==> config.mk <==
export PLATFORM = sky130hd
export DESIGN_NAME = axis_byte_packer_flat
export DESIGN_NICKNAME = d
export VERILOG_FILES = /design/src/rtl/axis_byte_packer_if.sv /design/src/rtl/axis_byte_packer.sv /design/src/flat_wrapper.sv
export SDC_FILE = /design/constraint.sdc
export NUM_CORES = 1
export LEC_CHECK = 0
export BUFFER_PORTS_ARGS = -buffer_cell sky130_fd_sc_hd__buf_2
export CORE_MARGIN = 2
export CORE_UTILIZATION = 56
export DETAILED_ROUTE_END_ITERATION = 7
export PLACE_DENSITY_LB_ADDON = 0.12
export SLEW_MARGIN = 30
export SYNTH_ARGS = -nofsm -noshare
export SYNTH_HDL_FRONTEND = slang
export SYNTH_SLANG_ARGS = --single-unit
==> constraint.sdc <==
create_clock -name clk -period 2.55 [get_ports clk]
set_input_delay 0.255 -clock clk [delete_from_list [all_inputs] [get_ports clk]]
set_output_delay 0.255 -clock clk [all_outputs]
set_load 0.005 [all_outputs]
==> src/rtl/axis_byte_packer_if.sv <==
// AXI-Stream style handshake bundle (data/valid/ready) used on both sides of
// the byte packer; W selects the data width of each instance.
interface axis_byte_packer_if #(
    parameter int W = 8
);
    logic [W-1:0] tdata;
    logic         tvalid;
    logic         tready;

    modport master (output tdata, output tvalid, input tready);
    modport slave  (input tdata, input tvalid, output tready);
endinterface

==> src/rtl/axis_byte_packer.sv <==
// Packs an 8-bit AXI-Stream byte stream into 64-bit words behind a one-word
// output register; an inter-byte timeout discards stale partial words.
module axis_byte_packer #(
    parameter int TIMEOUT_CYC = 1_000_000,
    parameter bit MSB_FIRST   = 1'b1
) (
    input  logic                clk,
    input  logic                rst,
    axis_byte_packer_if.slave   s_axis,
    axis_byte_packer_if.master  m_axis,
    output logic                timeout_drop,
    output logic [7:0]          drop_count,
    output logic [3:0]          byte_cnt
);

    localparam int             TW         = (TIMEOUT_CYC > 1) ? $clog2(TIMEOUT_CYC) : 1;
    localparam logic [TW-1:0]  TIMER_LAST = (TIMEOUT_CYC > 0) ? TW'(TIMEOUT_CYC - 1) : '0;

    logic [63:0]   acc_q, acc_d;
    logic [3:0]    cnt_q, cnt_d;
    logic [63:0]   out_data_q, out_data_d;
    logic          out_valid_q, out_valid_d;
    logic [TW-1:0] timer_q, timer_d;
    logic          timeout_drop_q, timeout_drop_d;
    logic [7:0]    drop_count_q, drop_count_d;

    logic accept;
    logic move;

    // Ready depends only on registered state, so upstream sees no comb path back.
    assign s_axis.tready = (cnt_q != 4'd8);
    assign accept        = s_axis.tvalid && (cnt_q != 4'd8);
    assign move          = (cnt_q == 4'd8) && (!out_valid_q || m_axis.tready);

    always_comb begin
        // NOTE: every _d starts from its _q so no path through this block infers a latch.
        acc_d          = acc_q;
        cnt_d          = cnt_q;
        out_data_d     = out_data_q;
        out_valid_d    = out_valid_q;
        timer_d        = timer_q;
        timeout_drop_d = 1'b0;
        drop_count_d   = drop_count_q;

        if (out_valid_q && m_axis.tready) begin
            out_valid_d = 1'b0;
        end

        // Move and accept are mutually exclusive: accept needs cnt != 8, move needs cnt == 8.
        if (move) begin
            out_data_d  = acc_q;
            out_valid_d = 1'b1;
            acc_d       = '0;
            cnt_d       = 4'd0;
        end else if (accept) begin
            if (MSB_FIRST) begin
                acc_d = {acc_q[55:0], s_axis.tdata};
            end else begin
                acc_d = {s_axis.tdata, acc_q[63:8]};
            end
            cnt_d = cnt_q + 4'd1;
        end

        // Idle timer only runs on a genuinely partial word; an accept always wins over expiry.
        if ((TIMEOUT_CYC != 0) && !accept && (cnt_q != 4'd0) && (cnt_q != 4'd8)) begin
            if (timer_q == TIMER_LAST) begin
                acc_d          = '0;
                cnt_d          = 4'd0;
                timer_d        = '0;
                timeout_drop_d = 1'b1;
                if (drop_count_q != 8'hFF) begin
                    drop_count_d = drop_count_q + 8'd1;
                end
            end else begin
                timer_d = timer_q + TW'(1);
            end
        end else begin
            timer_d = '0;
        end
    end

    // NOTE: sequential state is updated with non-blocking assignments only, so every
    // flop samples the pre-edge value of its neighbours regardless of statement order.
    always_ff @(posedge clk) begin
        if (rst) begin
            // NOTE: the 64-bit data registers are reset too; a reset must not leave a
            // stale block visible on m_axis_tdata or half-merged into the next word.
            acc_q          <= '0;
            cnt_q          <= 4'd0;
            out_data_q     <= '0;
            out_valid_q    <= 1'b0;
            timer_q        <= '0;
            timeout_drop_q <= 1'b0;
            drop_count_q   <= 8'd0;
        end else begin
            acc_q          <= acc_d;
            cnt_q          <= cnt_d;
            out_data_q     <= out_data_d;
            out_valid_q    <= out_valid_d;
            timer_q        <= timer_d;
            timeout_drop_q <= timeout_drop_d;
            drop_count_q   <= drop_count_d;
        end
    end

    assign m_axis.tdata  = out_data_q;
    assign m_axis.tvalid = out_valid_q;
    assign timeout_drop  = timeout_drop_q;
    assign drop_count    = drop_count_q;
    assign byte_cnt      = cnt_q;

endmodule

==> src/flat_wrapper.sv <==
// flat-port wrapper written by rule: the top's interface ports become plain ports
module axis_byte_packer_flat 
#(
    parameter int TIMEOUT_CYC = 1_000_000,
    parameter bit MSB_FIRST   = 1'b1
)
  (clk, rst, timeout_drop, drop_count, byte_cnt, s_axis_tdata, s_axis_tvalid, s_axis_tready, m_axis_tdata, m_axis_tvalid, m_axis_tready);
  axis_byte_packer_if #(.W(8)) s_axis_i ();
  axis_byte_packer_if #(.W(64)) m_axis_i ();
  input  logic clk;
  input  logic rst;
  output logic timeout_drop;
  output logic [7:0] drop_count;
  output logic [3:0] byte_cnt;
  input wire logic [$bits(s_axis_i.tdata)-1:0] s_axis_tdata;
  input wire logic [$bits(s_axis_i.tvalid)-1:0] s_axis_tvalid;
  output wire logic [$bits(s_axis_i.tready)-1:0] s_axis_tready;
  output wire logic [$bits(m_axis_i.tdata)-1:0] m_axis_tdata;
  output wire logic [$bits(m_axis_i.tvalid)-1:0] m_axis_tvalid;
  input wire logic [$bits(m_axis_i.tready)-1:0] m_axis_tready;
  assign s_axis_i.tdata = s_axis_tdata;
  assign s_axis_i.tvalid = s_axis_tvalid;
  assign s_axis_tready = s_axis_i.tready;
  assign m_axis_tdata = m_axis_i.tdata;
  assign m_axis_tvalid = m_axis_i.tvalid;
  assign m_axis_i.tready = m_axis_tready;
  axis_byte_packer #(.TIMEOUT_CYC(TIMEOUT_CYC), .MSB_FIRST(MSB_FIRST)) u_core (.clk(clk), .rst(rst), .s_axis(s_axis_i), .m_axis(m_axis_i), .timeout_drop(timeout_drop), .drop_count(drop_count), .byte_cnt(byte_cnt));
endmodule
# Word-level counts from Yosys, hierarchy flattened

Index checks and enable logic that the tools add are counted.

Register bits after elaboration: 162
Input bits: 12
Output and inout bits: 79
Word-level logic and storage cells: 39

$add $sub $neg: 3
Equality and inequality tests: 4
Muxes and demuxes: 11
Bitwise logic cells: 1
Reduce and logical (&&, ||, !) cells: 13

Operator list:

| kind                    | number |
|---|---|
| $mux W64                | 4 |
| $add A20 B1 Y20 const B | 1 |
| $eq A20 B20 Y1 const B  | 1 |
| $mux W4                 | 4 |
| $add A8 B1 Y8 const B   | 1 |
| $ne A8 B8 Y1 const B    | 1 |
| $logic_and A1 B1 Y1     | 5 |
| $add A4 B1 Y4 const B   | 1 |
| $eq A4 B4 Y1 const B    | 1 |
| $ne A4 B4 Y1 const B    | 1 |
| $reduce_bool A4 Y1      | 1 |
| $mux W1                 | 3 |
| $reduce_and A3 Y1       | 1 |
| $reduce_or A3 Y1        | 1 |
| $logic_not A1 Y1        | 2 |
| $reduce_bool A2 Y1      | 1 |
| $reduce_or A2 Y1        | 1 |
| $logic_or A1 B1 Y1      | 1 |
| $not A1 Y1              | 1 |

# Logic depth before layout (Yosys ltp)

Word-level depth: 7
Gate-level depth with buffers: 9

# Worst setup path before layout

No wires, ideal clock.

Kind: register to register
Start point: reg u_core.cnt_q[0] (netlist: u_core.byte_cnt[0])
End point: reg u_core.drop_count_q[5] (netlist: u_core.drop_count[5])
Library setup time: 0.070 ns
Data arrival time: 1.841 ns
Required time: 2.480 ns
Slack: 0.638 ns
Cell stages (with the launch flop): 8
Path buffers: 0
Clock period less this slack: 1.912 ns
Cells stage by stage: dfxtp_1 inv_1 ha_1 nor2b_1 and4bb_2 nand3_4 or4_1 a21oi_1

Cells in the longest elaborated chain, start to end: 6

RTL lines:

| element                         | RTL line                                       | RTL |
|---|---|---|
| start, declared                 | axis_byte_packer.sv:20                         | `logic [3:0] cnt_q, cnt_d;` |
| start signal, assigned          | axis_byte_packer.sv:97                         | `cnt_q <= cnt_d;` |
| $ne A4 B4 Y1                    | axis_byte_packer.sv:32, axis_byte_packer.sv:65 |  |
| $logic_and A1 B1 Y1             | axis_byte_packer.sv:32                         | `assign accept = s_axis.tvalid && (cnt_q != 4'd8);` |
| $logic_not A1 Y1                | axis_byte_packer.sv:65                         | `if ((TIMEOUT_CYC != 0) && !accept && (cnt_q != 4'd0) && (cnt_q != 4'd8)) begin` |
| $logic_and A1 B1 Y1             | axis_byte_packer.sv:65                         |  |
| $logic_and A1 B1 Y1 (*)         | axis_byte_packer.sv:65                         |  |
| $reduce_and A3 Y1 (no line) (*) | n/a                                            |  |
| end signal, assigned            | axis_byte_packer.sv:102                        | `drop_count_q <= drop_count_d;` |
| end, declared                   | axis_byte_packer.sv:25                         | `logic [7:0] drop_count_q, drop_count_d;` |

Mark *: on every way between the ends. The rest lies on a longest branch, timed or not.
A chain may end at the register's enable or synchronous reset.

# Final worst setup path

Start point: reg u_core.timer_q[0]
End point: reg u_core.cnt_q[2] (netlist: u_core.byte_cnt[2])

Cells in the longest elaborated chain, start to end: 3

RTL lines:

| element                | RTL line                | RTL |
|---|---|---|
| start, declared        | axis_byte_packer.sv:23  | `logic [TW-1:0] timer_q, timer_d;` |
| start signal, assigned | axis_byte_packer.sv:100 | `timer_q <= timer_d;` |
| $eq A20 B20 Y1         | axis_byte_packer.sv:66  | `if (timer_q == TIMER_LAST) begin` |
| $mux W4                | axis_byte_packer.sv:66  |  |
| $mux W4                | axis_byte_packer.sv:65  |  |

No other way between the ends.

==> impl_metrics.yaml <==
status:
  status: "complete, no violations"
routing:
  drc: 0
  first_iter_violations: 276
  postRouteAntennaNets: 0
  drt-total-wl_um: 13300
  viasPerCell: 5.27
  firstDrtPassIters: 5
  routedWlPerCell_um: 13.8
  via_count: 5060
timing:
  setup_viol: 0
  slew_headroom: 0.576
  fmax_mhz: 458
  fin_skew_ns: 0.00805
  finalHoldViolCount: 0
  period_share: 0.856
  setup_tns_ns: 0
  max_slew.worst_pin.slew_ns: 0.636
  period_minus_slack_ns: 2.18
  drv_slew: 0
  rsz0062_at_grt: "false"
clock_tree:
  cts_made_buffers: 17
  clock-sinks: 162
  cts_buffer_depth: 2
  cts_tree: "built"
  cts_root_buf: "clkbuf_8"
  htreeDepth: 4
  clk_latency_ns: 0.52
  clk_pin_slew_ns: 0.06
final_layout:
  finalNonFillerCells: 960
  syn2layout_area_growth_pct: 19.6
  nets: 828
  mostFrequentLayoutCells: "nand2_1 (270), dfxtp_1 (162), a21oi_1 (137), buf_2 (90), nor2_1 (30)"
  fillers: 882
  antenna_cells: 0
  final_common_cell: "nand2_1"
  drive_above_1_share: 0.172
setup_path:
  critPathTopFamily: "simple AND/OR/NAND/NOR gates"
  cp.buffers_inverters: 1
  critical-path-slowest-cell: "nor4_4"
  worst_ep_arrival_time_ns: 2.59
  worstPathMaxFanout: 54
  max_stage_delay_ns: 0.41
  endpoint_kind: "register"
  path_common_cell: "nand2_1"
  crit_path_start_kind: "register"
  path_cells: "ha_1 > nand2_1 > nor4_4 > nand2_1 > nand2_2 > buf_12 > nor2_1"
  crit_type: "reg2reg"
  cp.required_ns: 2.95
yosys:
  syn-cell-area_um2: 5880
  syn_avg_cell_area_um2: 8.04
  synth_seq_cells: 162
  synthAdderAreaFrac: 0.00851
  yosys.area_share.simple: 0.249
  yosys.area.top_type: "dfxtp_1"
  syn_nets: 747
  synth_top_family_by_area: "simple AND/OR/NAND/NOR gates"
  synth_top_area_frac: 0.551
  yosysSeqAreaShare: 0.551
  ys.flop_type: "dfxtp_1"
  synth-edff-count: 0
  yosysWarnings: 0
  synth.distinct_cells: 34
  synthMuxAreaShare: 0.00362
  synth_area_leaders: "dfxtp_1 (55%), nand2_1 (17%), a21oi_1 (12%), xor2_1 (2.4%), clkbuf_1 (2.0%)"
  postSynth.asyncResetShare: 0
  synth_compound_area_frac: 0.124
  synth-xor-area-share: 0.0313
  netlist_instances: 731
worst_hold_path:
  hold_class: "in2reg"
grt:
  grt_pass1_wl_um: 22100
  grt_max_degree: 65
  track_usage: 0.243
  grt_pass1_vias: 4920
  antenna_found_initial: 0
  grt-ovfl-total: 0
die:
  die_w_um: 106
  start_util: 0.572
  design.core.area_um2: 10300
  row_count: 37
  die_area_um2: 11300
  die_h_um: 106
  io_pins: 91
job:
  cap_viol_max_count: 0
place:
  port_buffers: 90
  place_congestion: 0.871
  dpl.hpwl_um: 8550
  dp.cells: 921
power_and_ir_drop:
  peakVddDrop_uv: 408
  power_density_nw_per_um2: 698
  p_leak_nw: 2.64
## synthesized netlist by cell type, drive strengths merged, types with 2 or more instances
master  count
xnor2       5
xor2       16
nor4b       2
nand2     272
clkbuf     32
nor2b       3
nand3      15
dfxtp     162
a21oi     137
nor3        2
or4         3
nand3b      2
nand4       7
buf        13
nor2       30
and3        2
o21ai       2
inv         5
ha          4
or3         4
o31ai       3
and2        2
## power by group
| part | switching, mW | total, mW | internal, mW |
|---|---|---|---|
| combinational | 0.0945 | 0.137 | 0.0427 |
| clock | 0.972 | 2.21 | 1.24 |
| sequential | 0.0146 | 2.56 | 2.55 |
| total | 1.08 | 4.91 | 3.83 |
## kinds of logic after synthesis
family | Yosys count
AOI/OAI and AO/OA | 143
xor gates and xnor gates | 21
adders and majority gates | 4
buffers and inverters | 50
DFF | 162
muxes | 2
and+or+nand+nor | 349
## flip-flops by register name (all words and copies together) (netlist names)
name	cells
u_core.m_axis.tvalid	1
u_core.timer_q	20
u_core.byte_cnt	4
u_core.m_axis.tdata	64
u_core.acc_q	64
u_core.timeout_drop	1
u_core.drop_count	8
## final cells by class
cell class | count | area, µm² | area share
clock buffer | 22 | 453 | 0.0644
clock inverter | 9 | 58.8 | 0.00836
inverter | 5 | 18.8 | 0.00267
multi-input combinational | 519 | 2460 | 0.351
sequential | 162 | 3240 | 0.461
tap | 136 | 170 | 0.0242
timing repair buffer | 107 | 623 | 0.0886
## final timing paths
check	depth (start not counted)	slack [ns]	end	from
worst max register to register	7	0.37	u_core.byte_cnt[2]	u_core.timer_q[0]
worst min register to register	2	0.45	u_core.m_axis.tdata[53]	u_core.m_axis.tdata[53]
worst min-delay path	3	0.12	u_core.m_axis.tvalid	m_axis_tready
worst max-delay path	7	0.37	u_core.byte_cnt[2]	u_core.timer_q[0]
## through the flow
step | utilization | power (mW) | cell area, µm² | setup WS, ns | hold slack (ns)
after floorplan | - | 2.70 | 5880 | 0.638 | 0.391
after global placement | 0.627 | 2.74 | 6440 | 0.496 | 0.441
after detailed placement | 0.627 | 2.75 | 6440 | 0.417 | 0.444
after CTS | 0.684 | 4.94 | 7030 | 0.347 | 0.111
after global routing | 0.684 | 5.07 | 7030 | 0.193 | 0.121
final | 0.684 | 4.91 | 7030 | 0.367 | 0.122
## what timing repair did
| item | CTS | global route |
|---|---|---|
| endpoints found under the hold margin | 8 | 0 |
| hold buffers | 8 | 0 |
| gates resized for setup | 0 | 0 |
| buffers inserted | 0 | 0 |
## worst min-delay path: cells and delay by family
kind,cells,cell delay [ns]
compound gates,1,0.08
buf+inv,1,0.08
simple gates,1,0.16
## routing by layer
| metal | track usage | wire length (µm) | vias to the layer above |
|---|---|---|---|
| met2 | 0.408 | 6570 | 113 |
| li1 | - | - | 2549 |
| met1 | 0.300 | 5890 | 2374 |
| met3 | 0.0540 | 528 | 24 |
| met5 | 0 | 0 | - |
| met4 | 0.107 | 273 | 0 |
No activity file was read; power rests on OpenSTA's default activity.
